File: config.mk
export PLATFORM = sky130hd
export DESIGN_NAME = bcd_down_timer
export DESIGN_NICKNAME = d
export VERILOG_FILES = /design/src/rtl/bcd_down_timer_pkg.sv /design/src/rtl/b10_down_digit.sv /design/src/rtl/bcd_down_timer.sv
export SDC_FILE = /design/constraint.sdc
export NUM_CORES = 1
export LEC_CHECK = 0
export ABC_AREA = 1
export CORE_ASPECT_RATIO = 1.1
export CORE_MARGIN = 1.5
export CORE_UTILIZATION = 62
export CTS_CLUSTER_SIZE = 30
export DETAILED_ROUTE_END_ITERATION = 12
export DONT_BUFFER_PORTS = 1
export GPL_ROUTABILITY_DRIVEN = 1
export PLACE_DENSITY = 0.78
export SYNTH_ARGS = -nofsm -noshare
export SYNTH_HDL_FRONTEND = slang
export SYNTH_SLANG_ARGS = --single-unit
File: constraint.sdc
create_clock -name clock -period 1.4 [get_ports clock]
set_clock_uncertainty 0.05 [all_clocks]
set_input_delay 0.21 -clock clock [delete_from_list [all_inputs] [get_ports clock]]
set_output_delay 0.21 -clock clock [all_outputs]
set_load 0.1 [all_outputs]
File: src/rtl/bcd_down_timer_pkg.sv
`default_nettype none
// ============================================================================
// Module      : bcd_down_timer_pkg
// Description : Shared definitions for the BCD countdown timer: FSM state
//               encoding, BCD digit constants and the preset-digit clamp.
// Ports       : none (package)
// Revision    : 1.0 - initial release
// ============================================================================
package bcd_down_timer_pkg;

  localparam int         DIGIT_W   = 4;
  localparam logic [3:0] DIGIT_MAX = 4'd9;

  typedef enum logic [1:0] {
    IDLE    = 2'd0,
    RUN     = 2'd1,
    EXPIRED = 2'd2
  } state_t;

  // Any nibble above 9 is not a legal BCD digit; saturate it to 9.
  function automatic logic [DIGIT_W-1:0] clamp_digit(input logic [DIGIT_W-1:0] i_d);
    return (i_d > DIGIT_MAX) ? DIGIT_MAX : i_d;
  endfunction

endpackage : bcd_down_timer_pkg
`default_nettype wire

File: src/rtl/b10_down_digit.sv
`default_nettype none
// ============================================================================
// Module      : b10_down_digit
// Description : Single base-10 down-counting digit with preset load and
//               borrow in/out for cascading least-significant digit first.
// Ports       : clock, reset (sync, active-high), load, d[3:0] preset,
//               ei borrow in / decrement enable, q[3:0] digit value,
//               eu borrow out (combinational, ei & q == 0)
// Revision    : 1.0 - initial release
// ============================================================================
module b10_down_digit
  import bcd_down_timer_pkg::*;
(
  input  logic       clock,
  input  logic       reset,
  input  logic       load,
  input  logic [3:0] d,
  input  logic       ei,
  output logic [3:0] q,
  output logic       eu
);

  logic [3:0] r_q;

  always_ff @(posedge clock) begin
    if (reset) begin
      r_q <= 4'd0;
    end else if (load) begin
      r_q <= clamp_digit(d);
    end else if (ei) begin
      // 0 wraps to 9; the borrow out below tells the next digit to decrement.
      r_q <= (r_q == 4'd0) ? DIGIT_MAX : (r_q - 4'd1);
    end
  end

  assign q  = r_q;
  assign eu = ei & (r_q == 4'd0);

endmodule : b10_down_digit
`default_nettype wire

File: src/rtl/bcd_down_timer.sv
`default_nettype none
// ============================================================================
// Module      : bcd_down_timer
// Description : Multi-digit BCD countdown timer. A chain of down-counting
//               digits is sequenced by an IDLE / RUN / EXPIRED state machine.
// Ports       : clock, reset (sync, active-high), load + d preset,
//               start (IDLE -> RUN), ei decrement enable, eu borrow out,
//               q current BCD count, zero (registered count == 0),
//               done (registered one-cycle pulse on entry to EXPIRED)
// Revision    : 1.0 - initial release
// ============================================================================
module bcd_down_timer
  import bcd_down_timer_pkg::*;
#(
  parameter int DIGITS = 4
) (
  input  logic                  clock,
  input  logic                  reset,
  input  logic                  load,
  input  logic [4*DIGITS-1:0]   d,
  input  logic                  start,
  input  logic                  ei,
  output logic                  eu,
  output logic [4*DIGITS-1:0]   q,
  output logic                  zero,
  output logic                  done
);

  localparam int                  c_cnt_w = DIGIT_W * DIGITS;
  localparam logic [c_cnt_w-1:0]  c_one   = c_cnt_w'(1);

  state_t               r_state;
  state_t               w_state_nxt;
  logic                 r_zero;
  logic                 r_done;
  logic                 w_zero_nxt;
  logic                 w_done_nxt;
  logic                 w_dec;
  logic                 w_is_one;
  logic [c_cnt_w-1:0]   w_q;
  logic [DIGITS:0]      w_borrow;
  logic                 w_unused_borrow;

  // Decrement only in RUN, never in a load cycle, and never from zero so the
  // count cannot wrap under FSM control.
  assign w_dec       = ei & (r_state == RUN) & ~load & ~r_zero;
  assign w_borrow[0] = w_dec;

  generate
    for (genvar gi = 0; gi < DIGITS; gi++) begin : g_digit
      b10_down_digit u_digit (
        .clock (clock),
        .reset (reset),
        .load  (load),
        .d     (d[DIGIT_W*gi +: DIGIT_W]),
        .ei    (w_borrow[gi]),
        .q     (w_q[DIGIT_W*gi +: DIGIT_W]),
        .eu    (w_borrow[gi+1])
      );
    end
  endgenerate

  // The top digit's borrow out is always 0 because w_dec excludes a zero count.
  assign w_unused_borrow = w_borrow[DIGITS];

  assign w_is_one = (w_q == c_one);

  always_comb begin
    w_state_nxt = r_state;
    case (r_state)
      IDLE: begin
        if (load) begin
          w_state_nxt = IDLE;
        end else if (start) begin
          w_state_nxt = r_zero ? EXPIRED : RUN;
        end
      end
      RUN: begin
        if (load) begin
          w_state_nxt = IDLE;
        end else if (w_dec && w_is_one) begin
          w_state_nxt = EXPIRED;
        end
      end
      EXPIRED: begin
        if (load) begin
          w_state_nxt = IDLE;
        end
      end
      default: w_state_nxt = IDLE;
    endcase
  end

  // Predict the zero flag for the count being written this edge so that it
  // changes together with q. A clamped preset is zero only if d itself is
  // zero, and a decrement lands on zero only from a count of one.
  always_comb begin
    w_zero_nxt = r_zero;
    if (load) begin
      w_zero_nxt = (d == '0);
    end else if (w_dec) begin
      w_zero_nxt = w_is_one;
    end
  end

  assign w_done_nxt = (w_state_nxt == EXPIRED) && (r_state != EXPIRED);

  always_ff @(posedge clock) begin
    if (reset) begin
      r_state <= IDLE;
      r_zero  <= 1'b1;
      r_done  <= 1'b0;
    end else begin
      r_state <= w_state_nxt;
      r_zero  <= w_zero_nxt;
      r_done  <= w_done_nxt;
    end
  end

  assign q    = w_q;
  assign zero = r_zero;
  assign done = r_done;
  assign eu   = ei & r_zero & (r_state == RUN);

endmodule : bcd_down_timer
`default_nettype wire

After elaboration in Yosys (flattened, before gate mapping)

Cells that the tools add are included.
Widths: inputs -> output; s select.

Flip-flop bits (word level): 20
Bits of input ports: 21
Logic and storage cells: 67

$add $sub $neg: 4
$lt $le $gt $ge: 4
Eq/ne operators: 5
Muxes and demuxes: 25
Bitwise gates (word level): 10
Reductions and logical operators: 12

Operator list:

| operator            | number |
|---|---|
| $mux 4              | 16 |
| $eq 16x1->1 const B | 1 |
| $gt 4x4->1 const B  | 4 |
| $logic_not 16->1    | 1 |
| $logic_not 4->1     | 4 |
| $sub 4x1->4 const B | 4 |
| $mux 2              | 6 |
| $and 1x1->1         | 8 |
| $reduce_bool 2->1   | 4 |
| $pmux 2 s3          | 1 |
| $eq 2x2->1 const B  | 2 |
| $eq 2x1->1 const B  | 1 |
| $logic_and 1x1->1   | 2 |
| $logic_not 2->1     | 1 |
| $mux 1              | 2 |
| $ne 2x2->1 const B  | 1 |
| $not 1->1           | 2 |

Logic depth before layout (Yosys ltp)

Gate-level depths: netlist of run 1.

Depth after elaboration: 10
Gate-level depth with buffers: 9

Hierarchy

A second synthesis of run 1 with hierarchy kept.

Cell total of the unflattened synthesis: 254
Area total of the unflattened synthesis: 1410.1 µm²

Modules (own cells, without submodules):

| module         | instances | cells an instance | area an instance (µm²) | seq. area each (µm²) |
|---|---|---|---|---|
| b10_down_digit | 4         | 49                | 271.5                  | 80.1 |
| bcd_down_timer | 1         | 58                | 324.1                  | 80.1 |

Least setup slack after synthesis of run 1

Ideal clock, no wire load.

Path kind: register to output
From: register r_zero (netlist: zero)
To: output eu
Data arrival time: 2.459 ns
Data required time: 1.140 ns
Slack: -1.319 ns
Cell stages (with the launch flop): 3
Buffers on the path: 0
Cells stage by stage: dfxtp_1 -> inv_2 -> nor2_1

Longest elaborated chain between the ends: 2

Ends and longest elaborated chain:

| what                     | line                  | source |
|---|---|---|
| from (decl)              | bcd_down_timer.sv:34  | `logic r_zero;` |
| from (signal assigned)   | bcd_down_timer.sv:115 | `r_zero <= w_zero_nxt;` |
| $and 1x1->1 (2 in a row) | bcd_down_timer.sv:123 | `assign eu = ei & r_zero & (r_state == RUN);` |
| to (decl)                | bcd_down_timer.sv:23  | `output logic eu,` |

No other way between the ends.

Final worst setup path of run 1

From: register r_state[0]
To: register g_digit[3].u_digit.r_q[3]

Longest elaborated chain between the ends: 8

Ends and longest elaborated chain:

| what                        | line                  | source |
|---|---|---|
| from (decl)                 | bcd_down_timer.sv:32  | `state_t r_state;` |
| from (signal assigned)      | bcd_down_timer.sv:114 | `r_state <= w_state_nxt;` |
| $eq 2x1->1                  | bcd_down_timer.sv:46  | `assign w_dec = ei & (r_state == RUN) & ~load & ~r_zero;` |
| $and 1x1->1 (3 in a row)    | bcd_down_timer.sv:46  |  |
| $and 1x1->1 (3 in a row)    | b10_down_digit.sv:37  | `assign eu = ei & (r_q == 4'd0);` |
| $reduce_bool 2->1 (no line) | n/a                   |  |
| to (signal assigned)        | b10_down_digit.sv:29  | `r_q <= clamp_digit(d);` |
| to (signal assigned)        | b10_down_digit.sv:32  | `r_q <= (r_q == 4'd0) ? DIGIT_MAX : (r_q - 4'd1);` |
| to (decl)                   | b10_down_digit.sv:23  | `logic [3:0] r_q;` |

No other way between the ends.
A chain may end at the register's enable or synchronous reset.

==> summary.md, run 1 <==
| Metric | Value |
|---|---|
| Drt first pass iters | 5 |
| WP data arrival | 1.50 ns |
| F_max | 741 MHz |
| Antenna Nets Post-Route | 0 |
| Cells along the critical path | nand3_4 -> buf_6 -> nor2_8 -> nand3_4 -> nand2_4 -> nand2_1 -> nand2_1 -> nor2_1 |
| Final clock period utilization by the worst path | 96.4% |
| CTS H-tree lvls | 1 |
| Worst setup SP type | register |
| Final hold vios | 0 |
| Worst-path clk slew | 0.11 ns |
| Number of buffers created by CTS | 3 |
| Nets | 265 |
| Peak supply drop | 763 uV |
| Worst slew margin | 71.0% |
| Final Core Density | 83.3% |
| Crit. End Element | register |
| Core Area | 0.00208 mm^2 |
| GRT Total Usage | 29.7% |
| GR peak layer | met2 |
| Die Y | 53.0 um |
| Total leakage power | 0.831 nW |
| Post-Syn Area per Cell | 6.40 um^2 |
| CP Buf/Inv Count | 1 |
| Synth-to-Final Area Change | 23.2% |
| Share of post-route cells with drive strength above 1 | 31.3% |
| Crit-path max cell delay | 0.38 ns |
| Worst path slowest cell | dfxtp_4 |
| First-pass GRT wire length | 5.84 mm |
| Die W | 48.5 um |
| Initial antenna violation count | 0 |
| Worst Hold Slack | 0.00569 ns |
| Largest net degree at the start of global routing | 19 |
| Vias in the first global route | 1419 |
| Setup CP Type | reg2reg |
| Skew-Pair Late Insertion Delay | 0.31 ns |
| Initial drt markers | 56 |
| Post-Syn Area | 0.00141 mm^2 |
| Vias/cell | 5.67 |
| YS warnings | 0 |
| CP max FO | 7 |
| Syn_nets | 241 |
| Register area | 457 um^2 |
| Min cycle time layout | 1.35 ns |
| Commonest cells after routing, fill and taps aside | nand2_1 (44), nor2_1 (37), inv_1 (23) |
| Pwr/cell area | 941 mW/mm^2 |
| IO Port Bufs | 0 |
| Post-synthesis sequential area ratio | 28.4% |
| Starting Density | 67.6% |
| Std cell rows | 17 |
| Status | finished clean |
| Full die area | 0.00257 mm^2 |
| Hpwl dp | 2.68 mm |
| Routed WL | 3.72 mm |
| Worst Tran Pin Value | 0.434 ns |
| GRT met3 Usage | 4.52% |
| DRC errors left | 0 |
| Commonest non-fill, non-tap cell in the layout | nand2_1 |
| Final setup vio count | 0 |
| Cells after Synth | 220 |
| Met2 Usage GRT | 53.2% |
| Synth cell types | 31 |
| HP Class | in2reg |
| Maxcap violations | 0 |
| # diodes | 0 |
| Grt met1 use | 33.3% |
| Req. time, crit path | 1.55 ns |
| Clk sinks | 20 |
| TritonCTS clock tree | yes |
| GPL Wtd Cong | 0.874 |
| Final slew viol count | 0 |
| Vias | 1536 |
| Grt ovf | 0 |
| CTS root buf | clkbuf_4 |
| I/O pin count | 40 |
| Area of the multi-input gates | 891 um^2 |
| Max clock buf depth | 2 |
| Fillers | 156 |
| Worst path top cell family by delay | simple AND/OR/NAND/NOR gates |
| Synth Register Bits | 20 |
| Wirelength per Cell | 13.7 um |
synthesized netlist by cell type (all sizes together):
| library cell | instances | share of area (%) |
|---|---|---|
| nor3 | 2 | 0.71 |
| o22ai | 3 | 1.3 |
| a21oi | 10 | 4.1 |
| xor2 | 2 | 1.2 |
| nand4 | 5 | 2.2 |
| a211oi | 1 | 0.53 |
| nand3 | 20 | 9.1 |
| o211ai | 4 | 2.1 |
| o21ai | 18 | 6.7 |
| nand3b | 3 | 2.5 |
| dfxtp | 20 | 28 |
| clkbuf | 1 | 0.27 |
| nand2 | 51 | 15 |
| inv | 30 | 8.5 |
| buf | 5 | 2.6 |
| nor2 | 45 | 14 |
worst paths after layout:
kind	from	endpoint	slack, ns	depth (start not counted)
max	r_state[0]	g_digit[3].u_digit.q[3]	0.05	8
min	load	zero	0.006	3
max reg2reg	r_state[0]	g_digit[3].u_digit.q[3]	0.05	8
min reg2reg	g_digit[2].u_digit.q[3]	g_digit[2].u_digit.q[3]	0.49	2
cell families after synthesis:
group	count (synthesis)	synth area share, %
xor+xnor	2	1.24
buf+inv	36	11.4
compound gates	36	14.7
flops	20	28.4
simple gates	126	44.2
routing by layer:
metal | vias to the layer above | share of wire (%) | routed length, um
met2 | 70 | 52 | 1920
met4 | 0 | 2.1 | 77
met1 | 699 | 40 | 1490
met3 | 7 | 6.2 | 230
li1 | 760 | - | -
met5 | - | 0 | 0
per-stage QoR:
step           TNS (ns)  instance area [um^2]  cells  power [mW]  setup slack, ns
5_1_grt         -0.0139                  1740    271        1.71          -0.0139
2_1_floorplan  -0.00406                  1470    220        1.21         -0.00406
3_3_place_gp          0                  1630    263        1.30           0.0975
6_report              0                  1740    271        1.63           0.0502
3_5_place_dp          0                  1630    263        1.32           0.0372
4_1_cts               0                  1690    269        1.61           0.0238
worst min-delay path: stages:
cell	delay (ns)
nand2_1	0.03
nand2_1	0.05
nand2_1	0.04
flip-flops by register name (all words and copies together), names as in the netlist:
name / count
done: 1
g_digit.u_digit.q: 16
r_state: 2
zero: 1
layout make-up:
class	instances	share of cell area [%]
Timing Repair Buffer	25	11.9
Sequential cell	20	26.3
Tap cell	28	2.02
Multi-Input combinational cell	164	51.3
Inverter	30	6.92
Clock buffer	4	1.51
power breakdown:
| group | internal (mW) | switching (mW) |
|---|---|---|
| Combinational | 0.173 | 0.511 |
| Clock | 0.112 | 0.187 |
| Sequential | 0.607 | 0.0429 |
| Total | 0.892 | 0.740 |
what timing repair did:
| action | 4_1_cts | 5_1_grt |
|---|---|---|
| setup endpoints to repair | 1 | 18 |
| pin swaps | 2 | 6 |
| resized for setup | 3 | 11 |
| hold endpoints to repair | 7 | 0 |
| setup buffers | 1 | 2 |
| hold buffers | 1 | 0 |
Note: power is estimated with default switching activity, not from simulation.
==> run 2: changes to the inputs <==
CORE_MARGIN = unset   (was 1.5)
GPL_TIMING_DRIVEN = 0   (was unset)
==> run 2 against run 1 <==
- count of clock-buffer cells in the layout unchanged
- cell count down 4.8%
- non-clock buffer count shrank 13
- sequential power is 45% higher
- die area is 3.9% lower
- critical path type is now reg2out
- hold slack better by 0.0016 ns
- the flow now finishes with violations (setup timing)
- clock power rose by 19%
- worst setup slack worse by 0.38 ns
==> summary.md, run 2 (synthesis results as in run 1) <==
| Metric | Value |
|---|---|
| Synth-to-Final Area Change | 24.1% |
| Crit. End Element | output port |
| Seq pwr share | 55.4% |
| Die Y | 52.0 um |
| Vias/cell | 5.79 |
| Min cycle time layout | 1.73 ns |
| Hpwl dp | 2.51 mm |
| Hold buffers post-CTS | 0 |
| Antenna Nets Post-Route | 0 |
| IO Port Bufs | 0 |
| WP data arrival | 1.47 ns |
| Req. time, crit path | 1.14 ns |
| Fillers | 136 |
| Failing checks | setup timing |
| Share of post-route cells with drive strength above 1 | 35.7% |
| Clk network pwr share | 20.7% |
| Core Area | 0.00206 mm^2 |
| TritonCTS clock tree | yes |
| Routed WL | 3.82 mm |
| Status | finished with violations |
| Nets | 252 |
| F_max | 577 MHz |
| # diodes | 0 |
| CTS root buf | clkbuf_4 |
| Clk sinks | 20 |
| Worst-path clk slew | 0.12 ns |
| Largest register FFs | 16 |
| Drt first pass iters | 4 |
| Initial drt markers | 50 |
| Number of buffers created by CTS | 3 |
| Final hold vios | 0 |
| CP max FO | 4 |
| Skew-Pair Late Insertion Delay | 0.31 ns |
| Starting Density | 68.3% |
| Total power | 1.71 mW |
| Pwr/cell area | 976 mW/mm^2 |
| Setup TNS | -2.99 ns |
| Full die area | 0.00247 mm^2 |
| Worst setup SP type | register |
| CTS H-tree lvls | 1 |
| I/O pin count | 40 |
| Std cell rows | 17 |
| Vias in the first global route | 1372 |
| Switching power | 0.783 mW |
| Logic pwr share | 23.8% |
| Fin worst setup slack | -0.333 ns |
| Worst slew margin | 59.3% |
| Commonest non-fill, non-tap cell in the layout | nand2_1 |
| Final clock period utilization by the worst path | 124% |
| Maxcap violations | 0 |
| GRT Total Usage | 32.3% |
| RSZ-0062 raised after global routing | true |
| Wirelength per Cell | 14.8 um |
| Setup CP Type | reg2out |
| Peak supply drop | 961 uV |
| DRC errors left | 0 |
| Initial antenna violation count | 0 |
| Internal power | 0.923 mW |
| Commonest cells after routing, fill and taps aside | nand2_1 (40), nor2_1 (31), inv_1 (22) |
| Max clock buf depth | 2 |
| Die W | 47.5 um |
| Grt ovf | 0 |
| First-pass GRT wire length | 5.69 mm |
| Sw Ratio | 45.9% |
| Final slew viol count | 0 |
| Largest net degree at the start of global routing | 12 |
| Worst Tran Pin Value | 0.609 ns |
| HP Class | in2reg |
| Total leakage power | 0.780 nW |
| Final setup vio count | 19 |
| Vias | 1495 |
| GPL Wtd Cong | 0.833 |
==> run 2: power by group through the flow <==
stage / clock network, mW / logic (mW) / registers [mW]
finish: 0.354 / 0.407 / 0.945
global route: 0.373 / 0.448 / 0.953
CTS: 0.355 / 0.346 / 0.941
detailed placement: 0 / 0.323 / 0.949
global placement: 0 / 0.312 / 0.946
floorplan: 0 / 0.272 / 0.937
==> run 2: worst paths after layout <==
kind | startpoint | endpoint | slack [ns] | depth (start not counted)
setup / recovery | zero | eu | -0.33 | 2
hold / removal | start | r_state[0] | 0.007 | 2
setup reg to reg | zero | g_digit[0].u_digit.q[3] | -0.23 | 10
hold reg to reg | r_state[0] | done | 0.56 | 2
==> run 2: critical path, cell delays in order (launching register included) <==
cell     delay [ns]
dfxtp_4        0.59
inv_4          0.08
nor2_4         0.49
==> run 2: per-stage QoR <==
stage	std cells	hold slack (ns)	util, %	worst slack, ns	area, um^2
finish	258	0.00727	84.7	-0.333	1750
global route	258	0.0175	84.7	-0.353	1750
CTS	254	0.0117	78.8	-0.338	1630
detailed placement	248	0.344	72.8	-0.117	1500
global placement	248	0.338	72.8	-0.118	1500
floorplan	220	0.331	-	-0.00406	1470
==> run 2: layout make-up <==
class	count	area (um^2)	area share, %
Buffer	6	40.0	2.29
Clock buffer	4	36.3	2.08
Inverter	30	135	7.73
Multi-Input combinational cell	164	983	56.3
Sequential cell	20	465	26.6
Tap cell	28	35.0	2.00
Timing Repair Buffer	6	52.6	3.01
==> run 2: timing repair <==
| item | CTS | global route |
|---|---|---|
| buffers inserted | 2 | 4 |
| setup endpoints to repair | 18 | 21 |
| gates resized for setup | 22 | 32 |
| pin swaps | 5 | 10 |
==> run 2: metal layers <==
layer / GRT usage [%] / vias up / wire [um]
met5: 0 / - / 0
met2: 56.2 / 58 / 1970
met3: 5.21 / 9 / 228
li1: - / 731 / -
met1: 37.7 / 697 / 1560
met4: 12.9 / 0 / 65
==> run 3: changes to the inputs <==
CORE_ASPECT_RATIO = 0.8   (was 1.1)
CTS_BUF_LIST = sky130_fd_sc_hd__clkbuf_16   (was unset)
CTS_CLUSTER_SIZE = 16   (was 30)
==> run 3 against run 2 <==
- the run still ends with setup timing left
- count of clock-buffer cells in the layout is 1 lower
- critical path depth stayed put
- power is 12% higher
- critical endpoint unchanged
- core utilization is 5.5 points lower
- largest cell class unchanged
- non-clock buffer count is 2 lower
- clock power is 66% higher
==> summary.md, run 3 (synthesis results as in run 1) <==
| Metric | Value |
|---|---|
| CTS H-tree lvls | 1 |
| WP data arrival | 1.37 ns |
| Die W | 55.3 um |
| Met3 wire length | 352 um |
| Worst slew margin | 59.2% |
| Failing checks | setup timing |
| Worst Hold Slack | 0.0778 ns |
| Commonest cells after routing, fill and taps aside | nand2_1 (43), nor2_1 (35), inv_1 (21) |
| Maxcap violations | 0 |
| Synth-to-Final Area Change | 21.4% |
| Crit-path max cell delay | 0.56 ns |
| Initial drt markers | 81 |
| First-pass GRT wire length | 5.75 mm |
| Hold buffers post-CTS | 0 |
| Final hold vios | 0 |
| Largest net degree at the start of global routing | 12 |
| Final setup vio count | 15 |
| Clk network pwr share | 30.8% |
| TritonCTS clock tree | yes |
| Met2 WL post-DR | 1.87 mm |
| Full die area | 0.00247 mm^2 |
| Worst setup SP type | register |
| DR top layer | met4 |
| Total leakage power | 0.776 nW |
| Final Core Density | 79.2% |
| Number of buffers created by CTS | 3 |
| Nets | 250 |
| Pwr/cell area | 1120 mW/mm^2 |
| Fin worst setup slack | -0.229 ns |
| Min cycle time layout | 1.63 ns |
| HP Class | in2reg |
| Worst path slowest cell | dfxtp_4 |
| Vias in the first global route | 1278 |
| Status | finished with violations |
| Hpwl dp | 2.49 mm |
| Initial antenna violation count | 0 |
| Crit. End Element | output port |
| Wirelength per Cell | 15.1 um |
| Drt first pass iters | 4 |
| Share of post-route cells with drive strength above 1 | 30.3% |
| Largest register FFs | 16 |
| Worst-path clk slew | 0.06 ns |
| Grt ovf | 0 |
| Max clock buf depth | 2 |
| Die Y | 44.6 um |
| Vias | 1474 |
| Std cell rows | 15 |
| I/O pin count | 40 |
| Sw Ratio | 40.9% |
| Setup TNS | -1.02 ns |
| Clk sinks | 20 |
| Peak supply drop | 1140 uV |
| GPL Wtd Cong | 0.875 |
| Skew-Pair Late Insertion Delay | 0.25 ns |
| GRT Total Usage | 30.5% |
| Antenna Nets Post-Route | 0 |
| Worst Tran Pin Value | 0.611 ns |
| Starting Density | 65.3% |
| Routed WL | 3.83 mm |
| Worst slack at placement | -0.138 ns |
| Switching power | 0.780 mW |
| RSZ-0062 raised after global routing | true |
| Vias/cell | 5.83 |
| Logic pwr share | 19.6% |
| Req. time, crit path | 1.14 ns |
| # diodes | 0 |
| Setup CP Type | reg2out |
| M1 WL | 1.56 mm |
| IO Port Bufs | 0 |
| Final slew viol count | 0 |
| Commonest non-fill, non-tap cell in the layout | nand2_1 |
| Internal power | 1.13 mW |
| Seq pwr share | 49.6% |
| CP max FO | 4 |
| Core Area | 0.00216 mm^2 |
| Final std cells w/o fill | 253 |
| Cells along the critical path | inv_4 -> nor2_4 |
| Final clock period utilization by the worst path | 116% |
| CTS root buf | clkbuf_16 |
| DRC errors left | 0 |
| F_max | 614 MHz |
| # placed instances | 245 |
## run 3: changes by cell type in the layout (fill, tap and decap cells not counted), moves of 2 or more
cell | before | now
nor2_4 | 9 | 6
clkbuf_4 | 3 | 0
o21ai_0 | 12 | 15
buf_6 | 3 | 1
nand2_1 | 40 | 43
inv_2 | 2 | 4
nand2_2 | 6 | 3
o21ai_2 | 3 | 1
nor2_1 | 31 | 35
clkbuf_16 | 0 | 3
## run 3: worst max-delay path: cells and delay by family, from the launching register on
family	cells	cell delay (ns)
and+or+nand+nor	1	0.49
DFF	1	0.56
buffers and inverters	1	0.06
## run 3: path summary, 6_finish.rpt
check | startpoint | to | slack (ns) | cells past startpoint
worst max register to register | zero | g_digit[3].u_digit.q[3] | -0.10 | 9
worst min-delay path | start | r_state[0] | 0.08 | 2
worst min register to register | r_state[1] | r_state[0] | 0.53 | 3
worst max-delay path | zero | eu | -0.23 | 2
## run 3: power by group through the flow
| stage | clock network (mW) | logic (mW) | registers, mW |
|---|---|---|---|
| after floorplan | 0 | 0.272 | 0.937 |
| after global placement | 0 | 0.313 | 0.947 |
| after detailed placement | 0 | 0.321 | 0.949 |
| after CTS | 0.593 | 0.346 | 0.943 |
| after global routing | 0.606 | 0.411 | 0.953 |
| final | 0.587 | 0.375 | 0.947 |
## run 3: final cells by class
class                      instances  area, um^2
clock inverter                     1        3.75
sequential                        20         465
timing repair buffer               4        30.0
buffer                             6        40.0
inverter                          30         130
tap                               25        31.3
multi-input combinational        164         935
fill                             154         448
clock buffer                       3        75.1
## run 3: per-layer routing
layer / global-route usage [%] / vias up
li1: - / 732
met3: 8.77 / 7
met4: 5.50 / 0
met5: 0 / -
met1: 38.1 / 670
met2: 53.7 / 65
## run 3: repair_timing
action / CTS / global route
setup buffers: 1 / 3
pin swaps: 7 / 4
gates resized for setup: 24 / 10
setup endpoints to repair: 18 / 19
## run 3: metrics by stage
step	instance area, um^2	total power [mW]
after floorplan	1470	1.21
after global routing	1710	1.97
after global placement	1500	1.26
after detailed placement	1500	1.27
after CTS	1660	1.88
final	1710	1.91
